**src/rtl/eth_stats_accumulator_tx.sv**
```systemverilog
// Per-port TX statistics accumulator with request/acknowledge snapshot.
// Two-stage pipeline: event capture, then counter update.
module eth_stats_accumulator_tx #(
    parameter int CNT_W = 64
) (
    input  logic             clk,
    input  logic             rst_n,
    input  logic [15:0]      frame_bytes,
    input  logic             frame_good,
    input  logic             valid,
    input  logic             clear,
    input  logic             snapshot_req,
    output logic             snapshot_ack,
    output logic [CNT_W-1:0] total_bytes,
    output logic [CNT_W-1:0] good_frames,
    output logic [CNT_W-1:0] bad_frames,
    output logic [15:0]      min_good_bytes,
    output logic [15:0]      max_good_bytes,
    output logic [CNT_W-1:0] snap_bytes,
    output logic [CNT_W-1:0] snap_good,
    output logic [CNT_W-1:0] snap_bad,
    output logic [15:0]      snap_min,
    output logic [15:0]      snap_max
);

    typedef enum logic {
        IDLE = 1'b0,
        LOAD = 1'b1
    } state_t;

    state_t      state;
    state_t      state_nxt;
    logic        load;
    logic        ev_valid;
    logic [15:0] ev_bytes;
    logic        ev_good;

    // Stage 1: capture the frame event; clear drops anything in flight
    always_ff @(posedge clk or negedge rst_n) begin
        if (!rst_n) begin
            ev_valid <= 1'b0;
            ev_bytes <= 16'd0;
            ev_good  <= 1'b0;
        end else begin
            ev_valid <= valid & ~clear;
            if (valid) begin
                ev_bytes <= frame_bytes;
                ev_good  <= frame_good;
            end
        end
    end

    // Stage 2: live counters, clear wins over an update
    always_ff @(posedge clk or negedge rst_n) begin
        if (!rst_n) begin
            total_bytes    <= '0;
            good_frames    <= '0;
            bad_frames     <= '0;
            min_good_bytes <= 16'hFFFF;
            max_good_bytes <= 16'h0000;
        end else if (clear) begin
            total_bytes    <= '0;
            good_frames    <= '0;
            bad_frames     <= '0;
            min_good_bytes <= 16'hFFFF;
            max_good_bytes <= 16'h0000;
        end else if (ev_valid) begin
            total_bytes <= total_bytes + CNT_W'(ev_bytes);
            if (ev_good) begin
                good_frames <= good_frames + CNT_W'(1);
                if (ev_bytes < min_good_bytes) begin
                    min_good_bytes <= ev_bytes;
                end
                if (ev_bytes > max_good_bytes) begin
                    max_good_bytes <= ev_bytes;
                end
            end else begin
                bad_frames <= bad_frames + CNT_W'(1);
            end
        end
    end

    // Snapshot FSM state register
    always_ff @(posedge clk or negedge rst_n) begin
        if (!rst_n) begin
            state <= IDLE;
        end else begin
            state <= state_nxt;
        end
    end

    // Snapshot FSM next state; requests are ignored while loading
    always_comb begin
        state_nxt = state;
        unique case (state)
            IDLE: if (snapshot_req) state_nxt = LOAD;
            LOAD: state_nxt = IDLE;
            default: state_nxt = IDLE;
        endcase
    end

    // Snapshot FSM outputs
    always_comb begin
        load = (state == LOAD);
    end

    // Snapshot copy takes pre-edge live values, so it sees pre-clear state
    always_ff @(posedge clk or negedge rst_n) begin
        if (!rst_n) begin
            snap_bytes   <= '0;
            snap_good    <= '0;
            snap_bad     <= '0;
            snap_min     <= 16'hFFFF;
            snap_max     <= 16'h0000;
            snapshot_ack <= 1'b0;
        end else begin
            snapshot_ack <= load;
            if (load) begin
                snap_bytes <= total_bytes;
                snap_good  <= good_frames;
                snap_bad   <= bad_frames;
                snap_min   <= min_good_bytes;
                snap_max   <= max_good_bytes;
            end
        end
    end

endmodule
```
**config.mk**
```make
export PLATFORM = sky130hd
export DESIGN_NAME = eth_stats_accumulator_tx
export DESIGN_NICKNAME = d
export VERILOG_FILES = /design/src/rtl/eth_stats_accumulator_tx.sv
export SDC_FILE = /design/constraint.sdc
export NUM_CORES = 1
export LEC_CHECK = 0
export BUFFER_PORTS_ARGS = -buffer_cell sky130_fd_sc_hd__buf_2
export CORE_MARGIN = 2
export CORE_UTILIZATION = 41
export CTS_BUF_LIST = sky130_fd_sc_hd__clkbuf_8
export DETAILED_ROUTE_END_ITERATION = 10
export GPL_ROUTABILITY_DRIVEN = 0
export PLACE_DENSITY = 0.66
export SYNTH_ARGS = -nofsm -noshare
export SYNTH_HDL_FRONTEND = slang
export SYNTH_SLANG_ARGS = --single-unit
```
**constraint.sdc**
```tcl
create_clock -name clk -period 6.4 [get_ports clk]
set_input_delay 1.28 -clock clk [delete_from_list [all_inputs] [get_ports clk]]
set_output_delay 1.28 -clock clk [all_outputs]
set_load 0.005 [all_outputs]
```
==> Word level (Yosys, flattened, before mapping) <==
Cells that the tools add are included.
{ "classes": {"reduce_logical": 8, "n_eq_ne": 1, "add_sub_neg": 3, "mux": 18, "bitwise": 3, "n_lt_le_gt_ge": 2} }
{ "op_table": {"columns": ["cell", "count"], "rows": [
  ["$mux W64", 8],
  ["$add A64 B1 Y64 const B", 2],
  ["$mux W16", 8],
  ["$add A64 B16 Y64", 1],
  ["$gt A16 B16 Y1", 1],
  ["$lt A16 B16 Y1", 1],
  ["$reduce_bool A2 Y1", 4],
  ["$reduce_and A3 Y1", 2],
  ["$reduce_and A2 Y1", 2],
  ["$ne A2 B2 Y1 const B", 1],
  ["$not A1 Y1", 2],
  ["$pmux W1 S2", 1],
  ["$and A1 B1 Y1", 1],
  ["$mux W1", 1]
]} }
{ "totals": {"output_inout_bits": 449, "register_bits": 468, "inputBits": 22} }

==> Depth between registers and ports, before layout <==
Gate-level depths: netlist of run 1.
{ "logic_depth": {"word_depth": 5, "mapped_depth": 10, "ltp_nobuf": 9} }

==> Worst setup path before layout of run 1 <==
No wires, ideal clock.
{ "synth_timing": {"path_type": "input -> register", "start": "input clear", "end": "register total_bytes[47]", "setup_time_ns": 0.125, "stages": 6, "arrival_time_ns": 2.862, "path_slack_ns": 3.413, "path_cell_list": "nor2_1 -> nor4_1 -> nor4bb_1 -> o21ai_1 -> a211oi_1 -> mux2_2"} }
{ "synth_via": {"elab_chain_cells": 1, "elab_cells_between_ends": 2} }
{ "synth_rtl": {"columns": ["element", "line_no", "source"], "rows": [
  ["from (decl)", "11", "input logic clear,"],
  ["$mux W64 or $reduce_bool A2 Y1 (tied branches)", null, null],
  ["to (signal assigned)", "68", "total_bytes <= total_bytes + CNT_W'(ev_bytes);"],
  ["to (decl)", "14", "output logic [CNT_W-1:0] total_bytes,"]
]} }
Several ways; a longest one is shown, not always the timed one.
A chain may end at the register's enable or synchronous reset.

==> Worst setup path in the final report of run 1 <==
{ "layout_timing": {"start": "input clear", "end": "register bad_frames[59]"} }
{ "layout_via": {"elab_chain_cells": 2, "elab_cells_between_ends": 4} }
{ "layout_rtl": {"columns": ["element", "line_no", "source"], "rows": [
  ["$ne A2 B2 Y1 (no source line) or $reduce_bool A2 Y1 (tied branches)", null, null],
  ["$reduce_and A2 Y1 (no source line)", null, null],
  ["to (signal assigned)", "78", "bad_frames <= bad_frames + CNT_W'(1);"],
  ["to (decl)", "16", "output logic [CNT_W-1:0] bad_frames,"]
]} }
Several ways; a longest one is shown, not always the timed one.

==> results of run 1 <==
## per-layer routing
| metal | track usage (%) | up-vias |
|---|---|---|
| li1 | - | 8005 |
| met1 | 29.5 | 8698 |
| met2 | 33.4 | 563 |
| met3 | 4.15 | 98 |
| met4 | 7.02 | 0 |
| met5 | 0 | - |
## path summary, 6_finish.rpt
| kind | startpoint | endpoint | slack [ns] |
|---|---|---|---|
| worst min-delay path | snap_good[6] | snap_good[6] | 0.50 |
| min in group asynchronous | rst_n | snap_max[14] | 0.72 |
| worst max register to register | ev_valid | bad_frames[59] | 3.06 |
| worst min register to register | snap_good[6] | snap_good[6] | 0.50 |
| worst max-delay path | clear | bad_frames[59] | 2.80 |
| max in group asynchronous | rst_n | total_bytes[62] | 4.27 |
## metrics by stage
stage	worst slack (ns)	utilization (%)	hold WS (ns)	instance area, sq um
2_1_floorplan	3.41	-	0.352	22200
3_3_place_gp	2.33	47.0	0.484	25300
3_5_place_dp	2.29	47.0	0.490	25300
4_1_cts	3.02	50.0	0.503	26900
5_1_grt	2.62	50.0	0.507	26900
6_report	2.80	50.0	0.500	26900
## power by group through the flow
stage / Sequential (uW) / Clock, uW / Combinational (uW)
2_1_floorplan: 3130 / 0 / 321
3_3_place_gp: 3160 / 0 / 501
3_5_place_dp: 3170 / 0 / 515
4_1_cts: 3110 / 2780 / 516
5_1_grt: 3120 / 2910 / 573
6_report: 3120 / 2690 / 513
## critical path: cells and delay by family
family | cells | cell delay, ns
simple gates | 3 | 1.58
buf+inv | 1 | 0.45
compound gates | 2 | 0.60
## sequential cells by signal, indices dropped and copies added (netlist names), 16 cells and up
name            cells
snap_bytes         64
bad_frames         64
snap_bad           64
good_frames        64
ev_bytes           16
min_good_bytes     16
max_good_bytes     16
snap_max           16
total_bytes        64
snap_min           16
snap_good          64
## final cells by class
class / instances / area, sq um
Multi-Input combinational cell: 1366 / 9900
Antenna cell: 2 / 5.00
Clock inverter: 42 / 210
Inverter: 54 / 203
Clock buffer: 101 / 1390
Fill cell: 4808 / 26800
Timing Repair Buffer: 488 / 2530
Tap cell: 696 / 871
Sequential cell: 468 / 11800
## synth_stat cells (34+ instances only)
master / n
a21oi_1: 80
inv_1: 54
ha_1: 49
mux2_2: 277
clkbuf_1: 85
xnor2_1: 51
nor3_1: 40
nand4_1: 61
nand2_1: 76
nor2b_1: 48
dfrtp_1: 436
mux2i_1: 37
and3_1: 34
nand2b_1: 46
xor2_1: 52
nor2_1: 217
nand3_1: 76
## cell families (layout without fill, tap and decap cells)
kind of cell,count (synthesis),in the layout,share of synthesized area [%]
compound gates,193,193,5.46
fa+ha+maj,50,50,2.85
flops,468,468,52.9
buf+inv,150,685,2.56
other cells,0,2,0
xor+xnor,103,103,4.06
mux,314,314,15.7
simple gates,706,706,16.4
==> out/results.ini, run 1 <==
[setup_path]
slowest_stage = or4_4
arrival_ns = 4.17
path_max_fanout = 124
critPathMaxStageDelay_ns = 0.66
endpoint_kind = flop
r2r_cells = 7
crit_chain = buf_8 > o2111a_1 > nand3_1 > or4_4 > or3_1 > a21oi_1
start_kind = input port
worstPathRequired_ns = 6.97
path_class = input port to flop

[clocking]
cts_tree = built
h-tree-depth = 3
path_clk_slew_ns = 0.06
post_cts_buffers = 0
clk_path_buf_depth = 3
clkLatencyLatePin_ns = 0.68
cts_buffers = 82
ctsHoldBuffers = 0
cts_resized = 0
clock-sinks = 468
cts_root_buf = clkbuf_8

[detailed_routing]
final_antenna_net_count = 0
wl_met1_mm = 27.3
wl_met2_mm = 28.3
wirelength_mm = 60.5
wl_met3_mm = 3.57
post_drt_wl_per_cell_um = 18.8
avgViaCountPerCell = 5.40
drc = 0
drt-pass1-iter-count = 5
drt_iter0_drc = 1233
highest_layer = met4
vias = 17364

[logic_synthesis]
synth_seq_cells = 468
synth_nets = 2056
synth.distinct_cells = 56
synthCells = 1984
synth_edf_count = 0
ys_seq_area_share_pct = 52.9
netlist_top_cells_area = dfrtp_1 (49%), mux2_2 (14%), dfstp_2 (3.8%), nor2_1 (3.7%), ha_1 (2.8%)
synth_area_sq_um = 22200
yosys_most_used_dff = dfrtp_1
synth_top_area_share_pct = 49.1
yosys_warnings = 0
yosys.area.top_type = dfrtp_1
syn_avg_cell_area_sq_um = 11.2
ys_async_sr_fraction_pct = 100

[layout]
instances_no_fill = 3217
area_growth_pct = 21.0
fin_nets = 2532
final_common_cell = buf_2
final_cell_mix = buf_2 (468), dfrtp_1 (435), mux2_2 (277)
drive_gt1_share_pct = 37.0

[grt]
grt.overflow.total = 0
grt_max_degree = 142
grt_pass1_vias = 16806
gr-usage-all-layers_pct = 21.2
antenna_found_initial = 0
grt_pass1_wl_mm = 95.6

[timing]
fmax_ghz = 0.278
tightest_slew_ns = 1.25
tns_ns = 0
relSlewSlack_pct = 16.8
drv_slew = 0
rsz0062_at_grt = no
period_needed_ns = 3.60
hold_viol = 0
fin_skew_ns = 0.0349
setup_viol = 0
period_share_pct = 56.2

[floorplanning]
core-area_sq_um = 53700
start_util_pct = 41.3
die_height_um = 237
die-area_sq_um = 56000
io_pins = 471
die_x_um = 237
rows = 85

[power]
internal-power_uw = 4670
swShare_pct = 26.2
vdd_drop_max_mv = 0.199
p_switching_uw = 1650
cellLeakagePower_uw = 0.0137
p_comb_share_pct = 8.1
p_per_area_nw_per_um2 = 235
power_frac_clock_pct = 42.6
power_frac_seq_pct = 49.3
power.total_uw = 6320

[placed_design]
hpwl_mm = 42.2
place_inst = 3072
portBuffers = 470

[flow_run]
maxCapViolCount = 0

[min_path]
min_delay_path_depth = 1
min_path_type = flop to flop

[run_status]
status = finished, final reports clean

(Power assumes the default switching activity.)
==> inputs of run 2 (changes only) <==
--- a/config.mk
+++ b/config.mk
@@ -11,7 +11,7 @@
 export CTS_BUF_LIST = sky130_fd_sc_hd__clkbuf_8
 export DETAILED_ROUTE_END_ITERATION = 10
 export GPL_ROUTABILITY_DRIVEN = 0
-export PLACE_DENSITY = 0.66
+export PLACE_DENSITY = 0.68
 export SYNTH_ARGS = -nofsm -noshare
 export SYNTH_HDL_FRONTEND = slang
 export SYNTH_SLANG_ARGS = --single-unit
==> constraint.sdc (replaced) <==
create_clock -name clk -period 2.9 [get_ports clk]
set_input_delay 0.58 -clock clk [delete_from_list [all_inputs] [get_ports clk]]
set_output_delay 0.58 -clock clk [all_outputs]
set_load 0.005 [all_outputs]
==> run 2 against run 1 <==
Effect of this change:
- cell count increased by 1.9%
- power increased by 120%
- utilization increased by 1.1 points
- die area unchanged
- hold slack got worse by 0.34 ns
- clock-buffer cell count increased by 3
==> out/results.ini, run 2 (synthesized netlist as in run 1, its figures left out) <==
[clocking]
clkLatencyLatePin_ns = 0.66
cts_buffers = 83
post_cts_buffers = 0
clk_path_buf_depth = 3
cts_tree = built
h-tree-depth = 3
cts_resized = 0
cts_root_buf = clkbuf_8
path_clk_slew_ns = 0.06
clock-sinks = 468

[detailed_routing]
avgViaCountPerCell = 5.47
drt_iter0_drc = 1255
drt-pass1-iter-count = 5
post_drt_wl_per_cell_um = 19.5
drc = 0
vias = 17935
final_antenna_net_count = 0
wirelength_mm = 63.8

[power]
vdd_drop_max_mv = 0.315
power_frac_seq_pct = 48.1
p_comb_share_pct = 9.0
p_switching_uw = 3670
p_per_area_nw_per_um2 = 516
swShare_pct = 25.9
cellLeakagePower_uw = 0.0140
internal-power_uw = 10500
power_frac_clock_pct = 42.9

[layout]
postLayoutCellArea_sq_um = 27500
regArea_sq_um = 11800
final_cell_mix = buf_2 (468), dfrtp_1 (435), mux2_2 (277)
drive_gt1_share_pct = 38.4
fin_nets = 2594
multiInputGateArea_sq_um = 9900
final_common_cell = buf_2
nFillCells = 4774
antenna_cells = 0
area_growth_pct = 23.7

[setup_path]
timing.rr.start = total_bytes[37]
worstPathRequired_ns = 3.47
path_max_fanout = 8
reg2reg_slack_ns = 0.27
crit_buf_inv = 1
crit_chain = and4_1 > nand3_1 > nor4_1 > buf_4 > nand4_1 > or4_1 > a21oi_1
rr_endpoint = total_bytes[58]
cp-startpoint = total_bytes[37]
slowest_stage = nor4_1
path_class = flop to flop
arrival_ns = 3.20
start_kind = flop
endpoint_kind = flop
r2r_cells = 7
critPathMaxStageDelay_ns = 0.56
crit_family = simple AND/OR/NAND/NOR gates

[timing]
period_share_pct = 90.8
hold_slack_ns = 0.159
period_needed_ns = 2.63
fin_skew_ns = 0.0208
relSlewSlack_pct = 36.0
setup_viol = 0
fmax_ghz = 0.380
tns_ns = 0
hold_viol = 0
drv_slew = 0
rsz0062_at_grt = no
tightest_slew_ns = 0.960

[grt]
grt.overflow.total = 0
grt_pass1_vias = 17483
grt_max_degree = 173
antenna_found_initial = 1
gr-usage-all-layers_pct = 22.3
grt_pass1_wl_mm = 99.8

[min_path]
min_delay_path_depth = 2
holdPathEnd = load
min_path_type = input port to flop
worstHoldStart = snapshot_req

[floorplanning]
rows = 85
die-area_sq_um = 56000
start_util_pct = 41.3
die_height_um = 237
core-area_sq_um = 53700
io_pins = 471
die_x_um = 237

[placed_design]
hpwl_mm = 45.3
portBuffers = 470
dpl-instance-area_sq_um = 25800

[run_status]
status = finished, final reports clean

[flow_run]
maxCapViolCount = 0

[run 2: layer usage]
metal / vias to the layer above / global-route usage (%) / part of all wire [%] / wire length, um
met1: 9131 / 30.7 / 45 / 28600
met2: 598 / 35.6 / 47 / 30300
met4: 0 / 6.73 / 1.7 / 1080
met5: - / 0 / 0 / 0
met3: 79 / 4.62 / 6.0 / 3850
li1: 8127 / - / - / -
[run 2: worst max path at each step]
stage	to	slack [ns]	depth (start not counted)
floorplan	min_good_bytes[10]	0.22	8
global placement	bad_frames[63]	0.37	7
detailed placement	total_bytes[59]	0.32	7
CTS	bad_frames[60]	0.30	7
global route	bad_frames[54]	0.04	7
finish	total_bytes[58]	0.27	7
[run 2: worst register-to-register path, delay by kind of cell (launching register included)]
family                 cells  cell delay (ns)
AOI/OAI and AO/OA          1             0.15
buffers and inverters      1             0.22
DFF                        1             0.51
and+or+nand+nor            5             1.68
[run 2: layout make-up]
cell class              count  share of cell area, %
clock buffers             104                   5.21
clock inverters            40                  0.706
flip-flops and latches    468                   42.8
multi-input cells        1366                   36.1
repair buffers            549                   11.3
well taps                 696                   3.17
inverters                  54                  0.738
[run 2: timing repair]
item	4_1_cts	5_1_grt
setup endpoints to repair	0	0
endpoints found under the hold margin	33	0
hold buffers	1	0
[run 2: power groups by stage]
stage               logic [uW]  clock network [uW]  registers [uW]
floorplan                  709                   0            6900
global placement          1250                   0            6920
detailed placement        1280                   0            6930
CTS                       1280                6250            6810
global route              1400                6540            6830
finish                    1280                6070            6810
[run 2: stage by stage]
step | instances | power [uW] | setup WS (ns) | utilization, %
floorplan | 1984 | 7610 | 0.224 | -
global placement | 3132 | 8170 | 0.372 | 48.1
detailed placement | 3132 | 8210 | 0.321 | 48.1
CTS | 3277 | 14400 | 0.298 | 51.1
global route | 3277 | 14800 | 0.0398 | 51.1
finish | 3277 | 14200 | 0.268 | 51.1
